**config.mk**
```make
export PLATFORM = sky130hd
export DESIGN_NAME = onehot_stream_encoder
export DESIGN_NICKNAME = d
export VERILOG_FILES = /design/src/rtl/onehot_stream_encoder_pkg.sv /design/src/rtl/priority_find_nbit.sv /design/src/rtl/onehot_stream_encoder.sv
export SDC_FILE = /design/constraint.sdc
export NUM_CORES = 1
export LEC_CHECK = 0
export BUFFER_PORTS_ARGS = -buffer_cell sky130_fd_sc_hd__buf_4
export CAP_MARGIN = 20
export CELL_PAD_IN_SITES_DETAIL_PLACEMENT = 1
export CELL_PAD_IN_SITES_GLOBAL_PLACEMENT = 1
export CORE_MARGIN = 5
export CORE_UTILIZATION = 31
export DETAILED_ROUTE_END_ITERATION = 16
export PLACE_DENSITY_LB_ADDON = 0.3
export SLEW_MARGIN = 30
export SYNTH_ARGS = -nofsm -noshare
export SYNTH_HDL_FRONTEND = slang
export SYNTH_SLANG_ARGS = --single-unit
```
**constraint.sdc**
```tcl
create_clock -name clk -period 2.4 [get_ports clk]
set_input_delay 0.12 -clock clk [delete_from_list [all_inputs] [get_ports clk]]
set_output_delay 0.12 -clock clk [all_outputs]
set_load 0.005 [all_outputs]
```
**src/rtl/onehot_stream_encoder_pkg.sv**
```systemverilog
`default_nettype none
// ============================================================================
// Module      : onehot_stream_encoder_pkg
// Description : Shared types, width constants and bit helpers for the encoder.
// Revision    : 1.0
// ============================================================================
package onehot_stream_encoder_pkg;

    typedef enum logic [0:0] {
        IDLE = 1'b0,
        EMIT = 1'b1
    } state_t;

    localparam int unsigned C_DEFAULT_N = 3;
    localparam int unsigned C_DEFAULT_W = 1 << C_DEFAULT_N;
    localparam int unsigned C_MAX_W     = 256;

    function automatic int unsigned vec_width(input int unsigned n);
        return 1 << n;
    endfunction

    // True when exactly one bit is set; callers zero-extend to C_MAX_W.
    function automatic logic is_single_bit(input logic [C_MAX_W-1:0] v);
        logic [C_MAX_W-1:0] dec;
        dec = v - {{(C_MAX_W-1){1'b0}}, 1'b1};
        return (v != '0) && ((v & dec) == '0);
    endfunction

endpackage
`default_nettype wire

```
**src/rtl/priority_find_nbit.sv**
```systemverilog
`default_nettype none
// ============================================================================
// Module      : priority_find_nbit
// Description : Combinational lowest/highest set-bit finder over 2**N bits.
// Revision    : 1.0
// ============================================================================
module priority_find_nbit #(
    parameter int unsigned N         = 3,
    parameter int unsigned MSB_FIRST = 0
) (
    input  logic [2**N-1:0] vec,
    output logic [N-1:0]    pos,
    output logic            any
);

    localparam int unsigned W = 1 << N;

    assign any = |vec;

    generate
        if (MSB_FIRST != 0) begin : g_msb_first
            // Ascending scan: the last hit is the highest set bit.
            always_comb begin
                pos = '0;
                for (int i = 0; i < int'(W); i++) begin
                    if (vec[i]) pos = i[N-1:0];
                end
            end
        end else begin : g_lsb_first
            always_comb begin
                pos = '0;
                for (int i = int'(W) - 1; i >= 0; i--) begin
                    if (vec[i]) pos = i[N-1:0];
                end
            end
        end
    endgenerate

endmodule
`default_nettype wire

```
**src/rtl/onehot_stream_encoder.sv**
```systemverilog
`default_nettype none
// ============================================================================
// Module      : onehot_stream_encoder
// Description : Serialises every set bit of a 2**N request vector into indices.
// Revision    : 1.0
// ============================================================================
module onehot_stream_encoder
    import onehot_stream_encoder_pkg::*;
#(
    parameter int unsigned N         = 3,
    parameter int unsigned MSB_FIRST = 0
) (
    input  logic            clk,
    input  logic            rst,
    input  logic            in_valid,
    output logic            in_ready,
    input  logic [2**N-1:0] req,
    output logic            out_valid,
    input  logic            out_ready,
    output logic [N-1:0]    idx,
    output logic            last,
    output logic            empty
);

    localparam int unsigned W = 1 << N;

    state_t         r_state;
    state_t         w_state_nxt;
    logic [W-1:0]   r_pending;
    logic [W-1:0]   w_pending_nxt;
    logic [W-1:0]   w_clear;
    logic           r_zero;
    logic           w_zero_nxt;
    logic [N-1:0]   w_pos;
    logic           w_any;
    logic           w_single;
    logic           w_last;

    priority_find_nbit #(
        .N         (N),
        .MSB_FIRST (MSB_FIRST)
    ) u_find (
        .vec (r_pending),
        .pos (w_pos),
        .any (w_any)
    );

    assign w_single = w_any & is_single_bit(C_MAX_W'(r_pending));
    assign w_last   = w_single | r_zero;

    always_ff @(posedge clk or posedge rst) begin
        if (rst) begin
            r_state   <= IDLE;
            r_pending <= '0;
            r_zero    <= 1'b0;
        end else begin
            r_state   <= w_state_nxt;
            r_pending <= w_pending_nxt;
            r_zero    <= w_zero_nxt;
        end
    end

    always_comb begin
        w_state_nxt   = r_state;
        w_pending_nxt = r_pending;
        w_zero_nxt    = r_zero;
        w_clear       = '0;
        w_clear[w_pos] = 1'b1;
        case (r_state)
            IDLE: begin
                if (in_valid) begin
                    w_pending_nxt = req;
                    w_zero_nxt    = (req == '0);
                    w_state_nxt   = EMIT;
                end
            end
            EMIT: begin
                if (out_ready) begin
                    w_pending_nxt = r_pending & ~w_clear;
                    if (w_last) begin
                        w_pending_nxt = '0;
                        w_zero_nxt    = 1'b0;
                        w_state_nxt   = IDLE;
                    end
                end
            end
            default: begin
                w_state_nxt   = IDLE;
                w_pending_nxt = '0;
                w_zero_nxt    = 1'b0;
            end
        endcase
    end

    // Beat fields come straight from registered state, so they hold under backpressure.
    assign in_ready  = (r_state == IDLE);
    assign out_valid = (r_state == EMIT);
    assign idx       = w_pos;
    assign last      = out_valid & w_last;
    assign empty     = out_valid & r_zero;

endmodule
`default_nettype wire
```
==> impl_metrics.py <==
metrics = {
    "synth": {
        "seq_area_frac_synth_pct": 36.4,
        "synthArstFlopShare_pct": 100,
        "syn-cell-area_sq_um": 688,
        "syn_avg_cell_area_sq_um": 8.94,
        "ys_ff_latch": 10,
        "syn_nets": 89,
        "ys_types": 35,
        "synth_edf_count": 0,
        "synth_flop_cell": "dfrtp_1",
        "syn_inst": 77,
        "yosysWarnings": 0,
    },
    "timing": {
        "final.setup_skew_ns": 0.00313,
        "worstMarginPinSlew_ns": 0.483,
        "max_freq_mhz": 436,
        "slew_headroom_pct": 67.7,
        "slew_violations": 0,
        "timing.final.crit_share_pct": 95.7,
        "report.final.setup_viol": 0,
        "final_hold_viol_count": 0,
        "holdWs_ns": 0.0988,
        "period_minus_slack_ns": 2.30,
    },
    "routing": {
        "wire_per_inst_um": 16.5,
        "num_vias": 691,
        "drtIter0Drc": 13,
        "dr.pass1.iters": 4,
        "vias_per_cell": 5.53,
        "ant_nets": 0,
        "wirelength_um": 2060,
        "drc": 0,
    },
    "worst_setup_path": {
        "crit_arrival_ns": 2.18,
        "r2r_end": "r_pending[2]",
        "r2r_cells": 6,
        "rrSetupSlack_ns": 0.36,
        "crit_path_start": "r_pending[0]",
        "start_kind": "register",
        "critPathCaptureType": "primary output",
        "crit_required_ns": 2.28,
        "r2r-start": "r_pending[0]",
        "cp_max_fo": 8,
        "path_class": "reg2out",
        "crit_path_end": "last",
    },
    "floorplan": {
        "die_h_um": 57.1,
        "die_w_um": 57.1,
        "core-area_sq_um": 2170,
        "die_area_sq_um": 3260,
        "placementRows": 17,
        "start_util_pct": 31.7,
        "ios": 19,
    },
    "cells_and_area": {
        "final_area_sq_um": 893,
        "post-route-util_pct": 41.2,
        "drive_above_1_share_pct": 33.0,
        "areaGrowthSynthToFinish_pct": 29.8,
        "n_antenna_cell": 0,
        "layout.nets": 111,
    },
    "grt": {
        "grt_use_met1_pct": 18.4,
        "grt_pass1_vias": 692,
        "top_usage_layer": "met2",
        "antenna_found_initial": 0,
        "use_met3_pct": 2.49,
        "met2_usage_pct": 19.9,
        "grt_util_all_layers_pct": 13.4,
        "grt_overflow": 0,
        "grt_max_degree": 16,
        "grt_pass1_wl_um": 3380,
    },
    "power": {
        "pwr_density_cell_nw_per_um2": 1370,
        "ir_worst_vdd_uv": 654,
        "p_leak_nw": 0.398,
        "power.total_w": 0.00122,
    },
    "place": {
        "io_buffers": 18,
        "dp_hpwl_um": 1510,
        "place.gp.congestion": 0.738,
        "placed_cell_area_sq_um": 835,
    },
    "cts": {
        "cts_tree": "built",
        "cts_buffers": 3,
        "root_buffer": "clkbuf_4",
        "clkLatencyLatePin_ns": 0.26,
        "h-tree-depth": 1,
        "clkTransAtPathRegs_ns": 0.06,
        "clockBufferDepth": 2,
        "cts.sinks": 10,
    },
    "hold_path": {
        "hold_path.class": "in2reg",
    },
    "outcome": {
        "status": "completed",
    },
    "run": {
        "maxCapViolations": 0,
    },
}
-- per-stage QoR --
stage | setup slack [ns] | TNS, ns | instances
2_1_floorplan | 0.492 | 0 | 77
3_3_place_gp | 0.280 | 0 | 118
3_5_place_dp | 0.224 | 0 | 118
4_1_cts | 0.0339 | 0 | 122
5_1_grt | -0.0234 | -0.0234 | 125
6_report | 0.104 | 0 | 125
-- worst min path at each step --
stage              endpoint  depth (start not counted)  slack [ns]  startpoint
3_5_place_dp      out_valid                          2        0.13         rst
4_1_cts        r_pending[0]                          2        0.09      req[0]
5_1_grt        r_pending[0]                          2        0.11      req[0]
3_3_place_gp      out_valid                          2        0.13         rst
2_1_floorplan     out_valid                          1       -0.04         rst
6_report       r_pending[0]                          2         0.1      req[0]
-- critical path, cell delays in order, from the launching register on --
cell	delay [ns]
dfrtp_1	0.46
or4_4	0.62
and3_1	0.18
nor3_2	0.23
o21bai_4	0.11
and2_1	0.18
buf_4	0.13
-- cell usage in the layout (no fill, tap or decap), types with 2 or more instances in the layout --
master	count
mux2i_1	2
o21ai_0	2
dfrtp_1	10
and2_1	3
o21ai_1	4
nand2_1	3
clkbuf_4	3
nand3_1	2
a21oi_1	6
a211oi_1	2
nand2b_1	2
a22oi_1	4
buf_4	22
inv_1	5
nor2_1	5
nor4_1	2
o311ai_0	2
-- repair_timing --
action | in CTS | in global routing
hold buffers | 1 | 0
setup endpoints to repair | 1 | 1
endpoints found under the hold margin | 10 | 0
gates resized for setup | 1 | 0
buffers inserted | 0 | 3
pin swaps | 0 | 1
-- cells in the mapped netlist, types with 3 or more instances --
cell type / number / area [sq um]
dfrtp_1: 10 / 250
a22oi_1: 4 / 30.0
clkbuf_1: 4 / 15.0
inv_1: 5 / 18.8
a21oi_1: 6 / 30.0
o21ai_1: 4 / 20.0
nand2_1: 3 / 11.3
nor2_1: 5 / 18.8
and2_1: 3 / 18.8
-- report_power, final --
part / switching, W / internal, W
Combinational: 0.000342 / 0.000405
Clock: 0.0000569 / 0.0000579
Sequential: 0.000133 / 0.000225
Total: 0.000532 / 0.000688
-- cell families (layout without fill, tap and decap cells) --
| family | count (synthesis) | after routing | synth area share, % |
|---|---|---|---|
| buffers and inverters | 11 | 31 | 7.27 |
| and+or+nand+nor | 24 | 24 | 20.2 |
| muxes | 2 | 2 | 2.91 |
| DFF | 10 | 10 | 36.4 |
| AOI/OAI and AO/OA | 30 | 30 | 33.3 |
-- routing by layer --
layer / part of all wire, % / wire, um / up-vias
li1: - / - / 327
met1: 49 / 1010 / 344
met2: 46 / 950 / 16
met3: 2.9 / 59 / 4
met4: 2.2 / 46 / 0
met5: 0 / 0 / -
-- final cells by class --
| class | count | area, sq um |
|---|---|---|
| Multi-Input combinational cell | 56 | 392 |
| Sequential cell | 10 | 250 |
| Inverter | 5 | 18.8 |
| Tap cell | 28 | 35.0 |
| Clock buffer | 3 | 22.5 |
| Fill cell | 272 | 1280 |
| Timing Repair Buffer | 23 | 175 |
-- registers in the layout, summed over array words and instances (netlist names) --
name       cells
r_pending      8
out_valid      1
r_zero         1
(Power assumes the default switching activity.)
